`src/rtl/mem_arb_pkg.sv`:
```
// mem_arb_pkg: types and constants shared by the unified-memory port arbiter.
//   arb_state_t - access FSM state (IDLE -> REQ -> RSP -> IDLE)
//   arb_owner_t - which pipeline port owns the transaction in flight
//   BE_FULL     - byte enables used for every instruction fetch
//   satInc32    - saturating increment used by the optional performance counters
package mem_arb_pkg;

    typedef enum logic [1:0] {
        IDLE,
        REQ,
        RSP
    } arb_state_t;

    typedef enum logic [1:0] {
        OWN_NONE,
        OWN_I,
        OWN_D
    } arb_owner_t;

    localparam logic [3:0] BE_FULL = 4'hF;

    function automatic logic [31:0] satInc32(input logic [31:0] val);
        return (val == 32'hFFFF_FFFF) ? val : val + 32'd1;
    endfunction

endpackage

```
`src/rtl/mem_arb_pick.sv`:
```
// mem_arb_pick: chooses the winner between fetch (I) and memory-stage (D) requests and
// tracks how many times in a row D has beaten a waiting I.
//   clock, reset  - rising-edge clock, asynchronous active-low reset
//   iReq, dReq    - pending requests from the two ports
//   arbEn         - high while the arbiter is idle and a grant may be taken
//   grantI/grantD - combinational one-hot (or zero) winner
// D wins conflicts because it belongs to the older instruction; once D has won
// STARVE_LIMIT times over a waiting I, the next conflict goes to I.
module mem_arb_pick
    import mem_arb_pkg::*;
#(
    parameter int unsigned STARVE_LIMIT = 4
) (
    input  logic clock,
    input  logic reset,
    input  logic iReq,
    input  logic dReq,
    input  logic arbEn,
    output logic grantI,
    output logic grantD
);

    localparam logic [3:0] LIMIT = 4'(STARVE_LIMIT);

    logic [3:0] starveQ;
    logic [3:0] starveD;
    logic       starved;

    assign starved = (starveQ == LIMIT);

    always_comb begin
        grantD = dReq & (~iReq | ~starved);
        grantI = iReq & ~grantD;
    end

    // Counter only moves on cycles where a grant is actually taken.
    always_comb begin
        starveD = starveQ;
        if (arbEn) begin
            if (grantD && iReq) begin
                starveD = starved ? LIMIT : starveQ + 4'd1;
            end else if (grantI) begin
                starveD = 4'd0;
            end
        end
    end

    always_ff @(posedge clock or negedge reset) begin
        if (!reset) begin
            starveQ <= 4'd0;
        end else begin
            starveQ <= starveD;
        end
    end

endmodule

```
`src/rtl/mem_port_arbiter.sv`:
```
// mem_port_arbiter: shares one single-ported unified memory between the fetch read port (I)
// and the load/store port (D). One transaction is in flight at a time.
//   clock, reset           - rising-edge clock, asynchronous active-low reset
//   i_req/i_addr           - fetch request; i_done pulses with i_rdata valid
//   d_req/d_we/d_be/...    - load/store request; d_done pulses on load data / store ack
//   mem_req/we/be/addr/... - registered command toward memory, held until mem_gnt
//   mem_gnt/rvalid/rdata   - memory acceptance and response
//   stall_f, stall_m       - combinational stall requests to the hazard unit
// Optional feature: define ARB_PERF_CNT_EN to add saturating counters perf_conflict
// (cycles with both ports waiting) and perf_forced (starvation-forced I grants).
module mem_port_arbiter
    import mem_arb_pkg::*;
#(
    parameter int unsigned ADDR_W       = 32,
    parameter int unsigned DATA_W       = 32,
    parameter int unsigned STARVE_LIMIT = 4
) (
    input  logic              clock,
    input  logic              reset,
    // Fetch port
    input  logic              i_req,
    input  logic [ADDR_W-1:0] i_addr,
    output logic              i_done,
    output logic [DATA_W-1:0] i_rdata,
    // Load/store port
    input  logic              d_req,
    input  logic              d_we,
    input  logic [3:0]        d_be,
    input  logic [ADDR_W-1:0] d_addr,
    input  logic [DATA_W-1:0] d_wdata,
    output logic              d_done,
    output logic [DATA_W-1:0] d_rdata,
    // Memory side
    output logic              mem_req,
    output logic              mem_we,
    output logic [3:0]        mem_be,
    output logic [ADDR_W-1:0] mem_addr,
    output logic [DATA_W-1:0] mem_wdata,
    input  logic              mem_gnt,
    input  logic              mem_rvalid,
    input  logic [DATA_W-1:0] mem_rdata,
    // Hazard unit
    output logic              stall_f,
    output logic              stall_m
`ifdef ARB_PERF_CNT_EN
    ,
    output logic [31:0]       perf_conflict,
    output logic [31:0]       perf_forced
`endif
);

    arb_state_t stateQ;
    arb_owner_t ownerQ;
    logic       squashQ;

    logic grantI;
    logic grantD;
    logic arbEn;
    logic flushing;
    logic rspDone;

    assign arbEn = (stateQ == IDLE);

    mem_arb_pick #(
        .STARVE_LIMIT(STARVE_LIMIT)
    ) u_pick (
        .clock (clock),
        .reset (reset),
        .iReq  (i_req),
        .dReq  (d_req),
        .arbEn (arbEn),
        .grantI(grantI),
        .grantD(grantD)
    );

    // Fetch withdrew its request while owning the memory: finish the access silently.
    assign flushing = (ownerQ == OWN_I) & ~i_req;

    // Access FSM; every mem_* command output is a register loaded on IDLE -> REQ.
    always_ff @(posedge clock or negedge reset) begin
        if (!reset) begin
            stateQ    <= IDLE;
            ownerQ    <= OWN_NONE;
            squashQ   <= 1'b0;
            mem_req   <= 1'b0;
            mem_we    <= 1'b0;
            mem_be    <= 4'h0;
            mem_addr  <= '0;
            mem_wdata <= '0;
        end else begin
            unique case (stateQ)
                IDLE: begin
                    if (grantD) begin
                        stateQ    <= REQ;
                        ownerQ    <= OWN_D;
                        mem_req   <= 1'b1;
                        mem_we    <= d_we;
                        mem_be    <= d_be;
                        mem_addr  <= d_addr;
                        mem_wdata <= d_wdata;
                    end else if (grantI) begin
                        stateQ    <= REQ;
                        ownerQ    <= OWN_I;
                        mem_req   <= 1'b1;
                        mem_we    <= 1'b0;
                        mem_be    <= BE_FULL;
                        mem_addr  <= i_addr;
                        mem_wdata <= '0;
                    end
                end
                REQ: begin
                    if (flushing) begin
                        squashQ <= 1'b1;
                    end
                    // Request is never withdrawn once raised.
                    if (mem_gnt) begin
                        stateQ  <= RSP;
                        mem_req <= 1'b0;
                    end
                end
                RSP: begin
                    if (mem_rvalid) begin
                        stateQ  <= IDLE;
                        ownerQ  <= OWN_NONE;
                        squashQ <= 1'b0;
                    end else if (flushing) begin
                        squashQ <= 1'b1;
                    end
                end
                default: begin
                    stateQ <= IDLE;
                    ownerQ <= OWN_NONE;
                end
            endcase
        end
    end

    // Responses outside RSP (e.g. left over from before a reset) are ignored.
    assign rspDone = (stateQ == RSP) & mem_rvalid;

    always_comb begin
        i_done  = rspDone & (ownerQ == OWN_I) & ~squashQ & i_req;
        d_done  = rspDone & (ownerQ == OWN_D);
        stall_f = i_req & ~i_done;
        stall_m = d_req & ~d_done;
    end

    assign i_rdata = mem_rdata;
    assign d_rdata = mem_rdata;

`ifdef ARB_PERF_CNT_EN
    logic conflictCycle;
    logic forcedGrant;

    assign conflictCycle = stall_f & stall_m;
    // I only beats a pending D when the starvation limit was reached.
    assign forcedGrant   = arbEn & grantI & d_req;

    always_ff @(posedge clock or negedge reset) begin
        if (!reset) begin
            perf_conflict <= 32'd0;
            perf_forced   <= 32'd0;
        end else begin
            if (conflictCycle) begin
                perf_conflict <= satInc32(perf_conflict);
            end
            if (forcedGrant) begin
                perf_forced <= satInc32(perf_forced);
            end
        end
    end
`endif

endmodule

```
`config.mk`:
```
export PLATFORM = sky130hd
export DESIGN_NAME = mem_port_arbiter
export DESIGN_NICKNAME = d
export VERILOG_FILES = /design/src/rtl/mem_arb_pkg.sv /design/src/rtl/mem_arb_pick.sv /design/src/rtl/mem_port_arbiter.sv
export SDC_FILE = /design/constraint.sdc
export NUM_CORES = 1
export LEC_CHECK = 0
export BUFFER_PORTS_ARGS = -buffer_cell sky130_fd_sc_hd__buf_4
export CORE_MARGIN = 10
export CORE_UTILIZATION = 35
export DETAILED_ROUTE_END_ITERATION = 8
export PLACE_DENSITY_LB_ADDON = 0.3
export SLEW_MARGIN = 20
export SYNTH_ARGS = -nofsm -noshare
export SYNTH_HDL_FRONTEND = slang
export SYNTH_SLANG_ARGS = --single-unit
```
`constraint.sdc`:
```
create_clock -name clock -period 1.5 [get_ports clock]
set_input_delay 0.15 -clock clock [delete_from_list [all_inputs] [get_ports clock]]
set_output_delay 0.15 -clock clock [all_outputs]
set_load 0.02 [all_outputs]
```
==> impl_metrics.csv, run 1 <==
group,metric,value,unit
timing,slew-limit-headroom,0.670,
global_route,antenna_found_initial,0,
logic_synthesis,synth_edf_count,0,
logic_synthesis,ys_warn_count,0,
pwr,intPower,8.71,mW
finish,final_cell_mix,"buf_4 (196), nand2_1 (129), dfrtp_1 (79)",
setup_path,crit_required,1.35,ns
timing,period_share,1.13,
logic_synthesis,synth_area_leaders,"dfrtp_1 (46%), nand2_1 (12%), buf_4 (11%), o211ai_2 (7.5%), nand4_1 (4.6%)",
route,viasPerCell,5.05,
logic_synthesis,synth_top_area_frac,0.457,
cts,cts_htree_levels,3,
finish,diodes,0,
cts,clock_latency,0.33,ns
global_route,grt_pass1_vias,4237,
timing,layout_setup_ws,-0.188,ns
setup_path,worst_setup_path_start_kind,"flop",
timing,grt_setup_unrepaired,"yes",
cts,clk_pin_slew,0.06,ns
logic_synthesis,synth_compound_area_frac,0.151,
setup_path,cp_max_fo,3,
finish,fillCellCount,1081,
pwr,power_density,2210,mW/mm^2
route,first_iter_violations,240,
place,postPlaceCellArea,0.00551,mm^2
timing,final_max_slew_viol_count,0,
logic_synthesis,postSynthAreaPerCell,9.15,um^2
setup_path,cpMaxStageDelayCell,"dfrtp_1",
route,dr.pass1.iters,5,
floorplan,coreArea,0.0121,mm^2
logic_synthesis,synth_area,0.00433,mm^2
logic_synthesis,synth_fp_nets,619,
timing,finClkSkew,0.00528,ns
logic_synthesis,ys_types,34,
worst_hold_path,worst_hold_path_type,"in2reg",
setup_path,rrSetupSlack,-0.14,ns
route,drc,0,
finish,postLayoutCellArea,0.00659,mm^2
pwr,p_clk_frac,0.163,
logic_synthesis,synthArstFlopShare,1.00,
place,port_buffers,180,
floorplan,die_y,131,um
floorplan,design.die.area,0.0172,mm^2
pwr,ir_drop,876,uV
logic_synthesis,synth_top_area_cell,"dfrtp_1",
route,wl_per_cell,20.4,um
finish,mostFrequentLayoutCell,"buf_4",
global_route,grt_max_degree,34,
logic_synthesis,synthMuxAreaShare,0.0127,
pwr,comb_power_share,0.576,
logic_synthesis,syn_inst,473,
logic_synthesis,yosysSeqAreaShare,0.457,
timing,setup_violations,69,
cts,cts.sinks,79,
place,placedCellCount,744,
logic_synthesis,synth_top_family_by_area,"simple AND/OR/NAND/NOR gates",
route,drtAntennaViolNets,0,
flow_run,max-cap-violations,0,
floorplan,initial_utilization,0.359,
global_route,grt-ovfl-total,0,
pwr,power.switching,5.83,mW
setup_path,path_buf_inv,3,
floorplan,rows,40,
finish,fin_nets,767,
cts,cts_buffer_depth,2,
cts,cts_made_buffers,9,
timing,fmax,593,MHz
logic_synthesis,synthAdderAreaFrac,0.0202,
global_route,grt_pass1_wl,22.9,mm
status,run_status,"complete, but fails checks",
finish,final_util,0.546,
cts,cts-root-buf,"clkbuf_16",
global_route,gr-usage-all-layers,0.162,
setup_path,crit_arrival,1.54,ns
setup_path,cp_slowest_stage_delay,0.39,ns
timing,min_period,1.69,ns
finish,instances_no_fill,794,
route,wl,16.2,mm
setup_path,endpoint_kind,"primary output",
place,dpl.hpwl,10.1,mm
place,globalplace.congestion,0.778,
pwr,swShare,0.401,
floorplan,die_w,131,um
status,violations,"setup timing",
finish,area_growth,52.1,%
setup_path,path_cells,"inv_2 -> ha_4 -> nand2_4 -> buf_6 -> nor3b_4 -> nor2b_1 -> buf_4",
logic_synthesis,ys.flop_type,"dfrtp_1",
logic_synthesis,synth-xor-area-share,0,
pwr,leakage,3.15,nW
setup_path,path_class,"reg2out",
setup_path,crit_family,"flip-flops",
pwr,p_seq_frac,0.261,
logic_synthesis,ys_ff_latch,79,
timing,worst_pin_slew,0.493,ns
logic_synthesis,synth-simple-area-share,0.200,
floorplan,pin_count,277,
timing,hold_viol,0,
finish,drive_gt1_frac,0.503,
cts,cts_tree,"done",
route,dr_total_vias,4013,
flip-flops by register name, indices dropped and copies added, names as in the netlist:
name	cells
mem_addr	32
mem_wdata	32
mem_be	4
u_pick.starveQ	4
ownerQ	2
stateQ	2
mem_req	1
mem_we	1
squashQ	1
layout make-up:
class | count | area, um^2 | area share
clock buffer | 11 | 243 | 0.0369
clock inverter | 5 | 81.3 | 0.0124
inverter | 5 | 18.8 | 0.00285
multi-input combinational | 291 | 1880 | 0.285
sequential | 79 | 1980 | 0.300
tap | 168 | 210 | 0.0319
timing repair buffer | 235 | 2180 | 0.331
per-layer routing:
layer | share of wire | vias up | global-route usage
met4 | 0.018 | 0 | 0.0613
met5 | 0 | - | 0
met2 | 0.48 | 215 | 0.261
li1 | - | 1847 | -
met3 | 0.086 | 30 | 0.0514
met1 | 0.41 | 1921 | 0.198
synthesized netlist by cell type, types with 3 or more instances:
library cell	instances
o211ai_1	8
a21oi_1	6
and2_1	3
buf_4	65
nor2b_1	4
nand2_1	136
nor2_1	10
mux2_2	4
ha_1	7
clkbuf_1	17
inv_1	5
buf_2	10
o21ai_0	34
nand4_1	32
o211ai_2	26
dfrtp_1	79
buf_6	5
what timing repair did:
| action | 4_1_cts | 5_1_grt |
|---|---|---|
| endpoints found under the setup margin | 42 | 80 |
| resized for setup | 33 | 59 |
| pin swaps | 9 | 25 |
| hold buffers | 1 | 0 |
| setup buffers | 1 | 13 |
| gates cloned | 4 | 16 |
| hold endpoints to repair | 30 | 0 |
power by group through the flow:
stage | sequential, mW | clock [mW] | combinational (mW)
after CTS | 3.78 | 2.42 | 6.96
after detailed placement | 3.76 | 0 | 6.18
after global routing | 3.92 | 2.51 | 8.95
after global placement | 3.75 | 0 | 6.04
after floorplan | 4.74 | 0 | 2.69
final | 3.79 | 2.37 | 8.37
kinds of logic (layout without fill, tap and decap cells):
logic type | count (synthesis) | in the layout
multiplexers | 5 | 5
buffers and inverters | 105 | 256
flip-flops | 79 | 79
adder cells (fa/ha/maj) | 7 | 7
AND/OR/NAND/NOR | 193 | 193
AO/OA/AOI/OAI | 84 | 86
stage by stage:
step / hold slack (ns) / TNS [ns] / setup WS [ns] / total power, mW
5_1_grt: 0.0436 / -9.38 / -0.261 / 15.4
2_1_floorplan: -0.146 / -0.132 / -0.0143 / 7.43
3_3_place_gp: 0.121 / 0 / 0.0167 / 9.79
6_report: 0.0482 / -4.16 / -0.188 / 14.5
4_1_cts: 0.0338 / -1.25 / -0.221 / 13.2
3_5_place_dp: 0.126 / -0.673 / -0.0794 / 9.94
worst paths after layout:
check	startpoint	endpoint	cells after the start
setup / recovery	stateQ[0]	stall_m	7
hold / removal	mem_rvalid	squashQ	2
hold reg to reg	mem_wdata[3]	mem_wdata[3]	2
max in group asynchronous	reset	mem_wdata[23]	3
min in group asynchronous	reset	mem_wdata[3]	2
setup reg to reg	stateQ[0]	ownerQ[1]	6
Power figures use the tool's default switching activity.
==> run 2: changes to the inputs <==
Settings changed: ABC_AREA set to 1, PLACE_DENSITY_LB_ADDON 0.3 to 0.25.
==> run 2 against run 1 <==
Clock skew rose by 0.0030 ns. Count of clock-buffer cells in the layout rose by 2. Synthesized area rose by 3.6%. Die area rose by 3.1%. Highest routed layer unchanged. Wire length fell by 14%. The flow still finishes with violations (setup timing). Register-to-register slack improved by 0.21 ns. Sequential power rose by 3%. Synthesized cell count rose by 23%. Maximum frequency rose by 1.3%.
==> impl_metrics.csv, run 2 <==
group,metric,value,unit
cts,cts_made_buffers,9,
timing,final_max_slew_viol_count,0,
timing,layout_setup_ws,-0.165,ns
status,run_status,"complete, but fails checks",
pwr,comb_power_share,0.523,
route,first_iter_violations,178,
logic_synthesis,synth_top_area_cell,"dfrtp_1",
timing,fmax,601,MHz
pwr,leakage,3.47,nW
setup_path,worst_setup_path_start_kind,"flop",
global_route,grt_pass1_wl,21.6,mm
logic_synthesis,yosysMostFrequentCell,"nand2_1",
global_route,met3_usage,0.0553,
timing,min_period,1.67,ns
logic_synthesis,ys_ff_latch,79,
route,drtAntennaViolNets,0,
global_route,grt_pass1_vias,4289,
logic_synthesis,synth_area_leaders,"dfrtp_1 (44%), nand2_1 (15%), buf_4 (11%), nand3_1 (6.7%), inv_1 (6.4%)",
setup_path,path_buf_inv,4,
floorplan,pin_count,277,
finish,top_regs,"mem_addr x32, mem_wdata x32",
cts,clock_latency,0.33,ns
setup_path,cp_max_fo,2,
cts,clk_pin_slew,0.06,ns
finish,area_growth,42.2,%
setup_path,crit_family,"buffers and inverters",
route,wl_per_cell,15.6,um
pwr,p_clk_frac,0.180,
setup_path,path_class,"reg2out",
global_route,antenna_found_initial,0,
finish,fin_nets,860,
logic_synthesis,ys_warn_count,0,
finish,final_cell_mix,"buf_4 (190), nand2_1 (173), dfrtp_1 (79)",
global_route,grt_max_degree,80,
logic_synthesis,syn_inst,582,
floorplan,initial_utilization,0.357,
route,dr.pass1.iters,4,
pwr,swShare,0.407,
place,dpl.hpwl,9.63,mm
floorplan,die_y,133,um
logic_synthesis,synthArstFlopShare,1.00,
logic_synthesis,synth_common_cells,"nand2_1 (178), dfrtp_1 (79), inv_1 (77)",
global_route,grt-ovfl-total,0,
logic_synthesis,synth_area,0.00449,mm^2
global_route,grtUsageMet2,0.250,
cts,cts-root-buf,"clkbuf_16",
finish,instances_no_fill,891,
floorplan,design.die.area,0.0177,mm^2
logic_synthesis,postSynthAreaPerCell,7.71,um^2
setup_path,cp_slowest_stage_delay,0.40,ns
global_route,grt_use_met1,0.171,
route,dr_total_vias,4026,
finish,drive_gt1_frac,0.373,
place,globalplace.congestion,0.798,
cts,cts_htree_levels,3,
route,drc,0,
finish,mostFrequentLayoutCell,"buf_4",
pwr,intPower,7.80,mW
finish,fillCellCount,1239,
place,placedCellCount,859,
route,viasPerCell,4.52,
pwr,ir_drop,947,uV
pwr,power_density,2060,mW/mm^2
pwr,totalPowerFinal,13.2,mW
setup_path,path_common_cell,"buf_6",
setup_path,endpoint_kind,"primary output",
cts,cts.sinks,79,
timing,slew-limit-headroom,0.715,
setup_path,cpMaxStageDelayCell,"dfrtp_1",
setup_path,crit_arrival,1.52,ns
flow_run,max-cap-violations,0,
place,port_buffers,180,
timing,grt_setup_unrepaired,"yes",
floorplan,coreArea,0.0126,mm^2
timing,finClkSkew,0.00826,ns
floorplan,rows,41,
logic_synthesis,synth_edf_count,0,
logic_synthesis,synth_fp_nets,728,
logic_synthesis,synth_top_area_frac,0.441,
cts,cts_tree,"done",
finish,diodes,0,
pwr,power.switching,5.35,mW
timing,holdWs,0.0649,ns
timing,period_share,1.11,
global_route,top_usage_layer,"met2",
logic_synthesis,ys_types,24,
timing,hold_viol,0,
logic_synthesis,ys.flop_type,"dfrtp_1",
setup_path,path_cells,"inv_2 -> buf_6 -> ha_4 -> nand2_4 -> buf_6 -> nor2_4 -> nor2_1 -> buf_4",
worst_hold_path,worst_hold_path_type,"in2reg",
timing,setup_violations,4,
logic_synthesis,yosysSeqAreaShare,0.441,
floorplan,die_w,133,um
cts,cts_buffer_depth,2,
global_route,gr-usage-all-layers,0.149,
setup_path,crit_required,1.35,ns
status,violations,"setup timing",
pwr,p_seq_frac,0.296,
timing,worst_pin_slew,0.427,ns
route,wl,13.9,mm
run 2: routing by layer:
metal / vias to the layer above / wire (um)
li1: 1992 / -
met1: 1862 / 5770
met2: 149 / 6930
met3: 23 / 1060
met4: 0 / 144
met5: - / 0
run 2: through the flow:
step | TNS (ns) | instance area [um^2] | utilization | setup WS (ns)
floorplan | 0 | 4490 | - | 0.0664
global placement | 0 | 5640 | 0.448 | 0.0379
detailed placement | -0.0384 | 5640 | 0.448 | -0.0255
CTS | -0.687 | 6180 | 0.492 | -0.186
global route | -0.822 | 6380 | 0.508 | -0.239
finish | -0.504 | 6380 | 0.508 | -0.165
run 2: logic make-up (layout without fill, tap and decap cells):
kind of cell	after synthesis	after routing	share of synthesized area
buf+inv	173	310	0.212
compound gates	50	50	0.0574
flops	79	79	0.441
fa+ha+maj	7	7	0.0195
simple gates	273	273	0.270
run 2: cell type report:
cell class | instances | area (um^2) | share of cell area
clock buffers | 13 | 260 | 0.0408
clock inverters | 3 | 65.1 | 0.0102
inverters | 81 | 324 | 0.0508
multi-input cells | 330 | 1690 | 0.265
flip-flops and latches | 79 | 1980 | 0.310
well taps | 172 | 215 | 0.0337
repair buffers | 213 | 1850 | 0.290
run 2: tightest hold or removal path: stages:
cell	delay (ns)
buf_4	0.11
nand2_1	0.05
o21ai_1	0.05
run 2: timing repair:
action / CTS / global route
hold buffers: 1 / 0
endpoints found under the hold margin: 79 / 0
setup buffers: 6 / 4
setup endpoints to repair: 12 / 82
pin swaps: 5 / 9
gates resized for setup: 33 / 24
gates cloned: 2 / 4
run 2: worst paths after layout:
check	from	to	slack, ns	cells past startpoint
setup reg to reg	u_pick.starveQ[0]	mem_wdata[18]	0.07	7
hold / removal	d_wdata[4]	mem_wdata[4]	0.06	3
max in group asynchronous	reset	mem_addr[31]	0.78	3
setup / recovery	stateQ[0]	stall_m	-0.17	8
hold reg to reg	mem_addr[29]	mem_addr[29]	0.48	2
min in group asynchronous	reset	mem_wdata[12]	0.38	3
run 2: power groups by stage:
stage                     clock network, mW  logic [mW]  registers [mW]
after floorplan                           0        2.51            4.97
after CTS                              2.45        6.73            3.90
final                                  2.37        6.88            3.90
after global placement                    0        6.04            3.89
after detailed placement                  0        6.18            3.90
after global routing                   2.54        7.53            4.02
==> run 3: changes to the inputs <==
Settings changed: CORE_MARGIN 10 to not set, CORE_UTILIZATION 35 to 39.
==> run 3 against run 2 <==
The flow still finishes with violations (setup timing). First-iteration DRC count is 1.7% higher. Die area decreased by 33%. Core utilization rose by 9.2 points. Wire length shrank 9.0%. Critical endpoint is now i_done. Final cell count down 2.8%. Final area increased by 3.6%.
==> impl_metrics.csv, run 3 (synthesis results as in run 2) <==
group,metric,value,unit
cts,clock_latency,0.33,ns
pwr,leakage,3.59,nW
route,wl_per_cell,14.6,um
floorplan,die_y,109,um
timing,fmax,613,MHz
route,dr.pass1.iters,4,
setup_path,crit_arrival,1.48,ns
timing,holdWs,0.0640,ns
finish,seqCellArea,0.00198,mm^2
global_route,grt-ovfl-total,0,
finish,final_util,0.599,
finish,final_cell_mix,"buf_4 (198), nand2_1 (149), dfrtp_1 (79)",
timing,min_period,1.63,ns
cts,cts_tree,"done",
status,run_status,"complete, but fails checks",
timing,layout_setup_ws,-0.132,ns
global_route,gr-usage-all-layers,0.202,
timing,period_share,1.09,
finish,drive_gt1_frac,0.448,
route,drtAntennaViolNets,0,
timing,worst_pin_slew,0.434,ns
timing,slew-limit-headroom,0.711,
status,violations,"setup timing",
finish,mostFrequentLayoutCell,"buf_4",
floorplan,design.die.area,0.0119,mm^2
finish,area_growth,47.3,%
global_route,grt_pass1_wl,18.6,mm
pwr,ir_drop,963,uV
floorplan,rows,38,
cts,cts.sinks,79,
cts,cts_made_buffers,9,
global_route,grt_pass1_vias,3905,
pwr,power_density,1970,mW/mm^2
cts,clk_pin_slew,0.06,ns
route,first_iter_violations,181,
setup_path,path_class,"reg2out",
place,globalplace.congestion,0.794,
cts,cts_buffer_depth,2,
timing,grt_setup_unrepaired,"yes",
place,port_buffers,180,
floorplan,coreArea,0.0110,mm^2
floorplan,initial_utilization,0.407,
finish,top_regs,"mem_addr x32, mem_wdata x32",
route,wl,12.6,mm
place,dpl.hpwl,8.27,mm
setup_path,cp_max_fo,3,
finish,fin_nets,868,
route,viasPerCell,4.75,
floorplan,die_w,109,um
global_route,grt_max_degree,80,
finish,diodes,0,
route,drc,0,
finish,multiInputGateArea,0.00194,mm^2
flow_run,max-cap-violations,0,
worst_hold_path,worst_hold_path_type,"in2reg",
timing,hold_viol,0,
setup_path,worst_setup_path_start_kind,"flop",
route,dr_total_vias,4110,
setup_path,crit_required,1.35,ns
timing,setup_violations,4,
finish,fillCellCount,1010,
setup_path,endpoint_kind,"primary output",
timing,finClkSkew,0.00999,ns
timing,final_max_slew_viol_count,0,
global_route,antenna_found_initial,0,
cts,cts-root-buf,"clkbuf_16",
floorplan,pin_count,277,
cts,cts_htree_levels,3,
-- run 3: cell types whose count changed in the layout (fill, tap and decap cells not counted), sizes merged --
cell,previous run,this run
inv,81,80
buf,208,215
bufinv,2,1
clkbuf,16,17
bufbuf,1,0
clkinv,1,2
clkinvlp,0,1
-- run 3: area by class of cell --
| type | count | area share |
|---|---|---|
| clock buffer | 12 | 0.0388 |
| tap | 140 | 0.0265 |
| inverter | 81 | 0.0486 |
| multi-input combinational | 330 | 0.294 |
| clock inverter | 3 | 0.00644 |
| sequential | 79 | 0.299 |
| timing repair buffer | 221 | 0.287 |
-- run 3: routing by layer --
metal  part of all wire  vias up  wire, um  global-route usage
met5                  0        -         0                   0
met4              0.019        0       246              0.0924
met1               0.42     1887      5310               0.247
met3              0.074       25       933              0.0454
li1                   -     2009         -                   -
met2               0.49      189      6160               0.336
-- run 3: what timing repair did --
| action | in CTS | in global routing |
|---|---|---|
| endpoints found under the setup margin | 7 | 78 |
| setup buffers | 4 | 9 |
| cloned | 2 | 5 |
| pin swaps | 5 | 18 |
| hold buffers | 1 | 0 |
| resized for setup | 11 | 128 |
| hold endpoints to repair | 79 | 0 |
-- run 3: final timing paths --
| check | cells past startpoint | slack [ns] | endpoint | start |
|---|---|---|---|---|
| hold / removal | 3 | 0.06 | mem_wdata[11] | d_wdata[11] |
| min in group asynchronous | 3 | 0.39 | mem_wdata[28] | reset |
| hold reg to reg | 2 | 0.47 | mem_addr[3] | mem_addr[3] |
| max in group asynchronous | 3 | 0.77 | mem_addr[17] | reset |
| setup / recovery | 8 | -0.13 | i_done | stateQ[0] |
| setup reg to reg | 7 | 0 | u_pick.starveQ[1] | u_pick.starveQ[0] |
-- run 3: worst max-delay path: stages (launching register included) --
cell	delay, ns
dfrtp_1	0.40
inv_2	0.07
buf_6	0.10
ha_4	0.13
nand2_4	0.05
inv_4	0.07
nand3_2	0.08
nor2_1	0.11
buf_4	0.15
-- run 3: report_power, final --
group / switching (mW) / internal, mW
Combinational: 3.88 / 3.03
Sequential: 0.699 / 3.21
Clock: 0.827 / 1.37
Total: 5.41 / 7.61
-- run 3: metrics by stage --
| step | power [mW] | setup slack, ns | area [um^2] | TNS (ns) | cells |
|---|---|---|---|---|---|
| floorplan | 7.48 | 0.0664 | 4490 | 0 | 582 |
| global placement | 9.72 | 0.0713 | 5570 | 0 | 830 |
| detailed placement | 9.87 | -0.0306 | 5570 | -0.0355 | 830 |
| CTS | 12.3 | -0.0890 | 6010 | -0.221 | 852 |
| global route | 13.9 | -0.199 | 6610 | -2.28 | 866 |
| finish | 13.0 | -0.132 | 6610 | -0.319 | 866 |
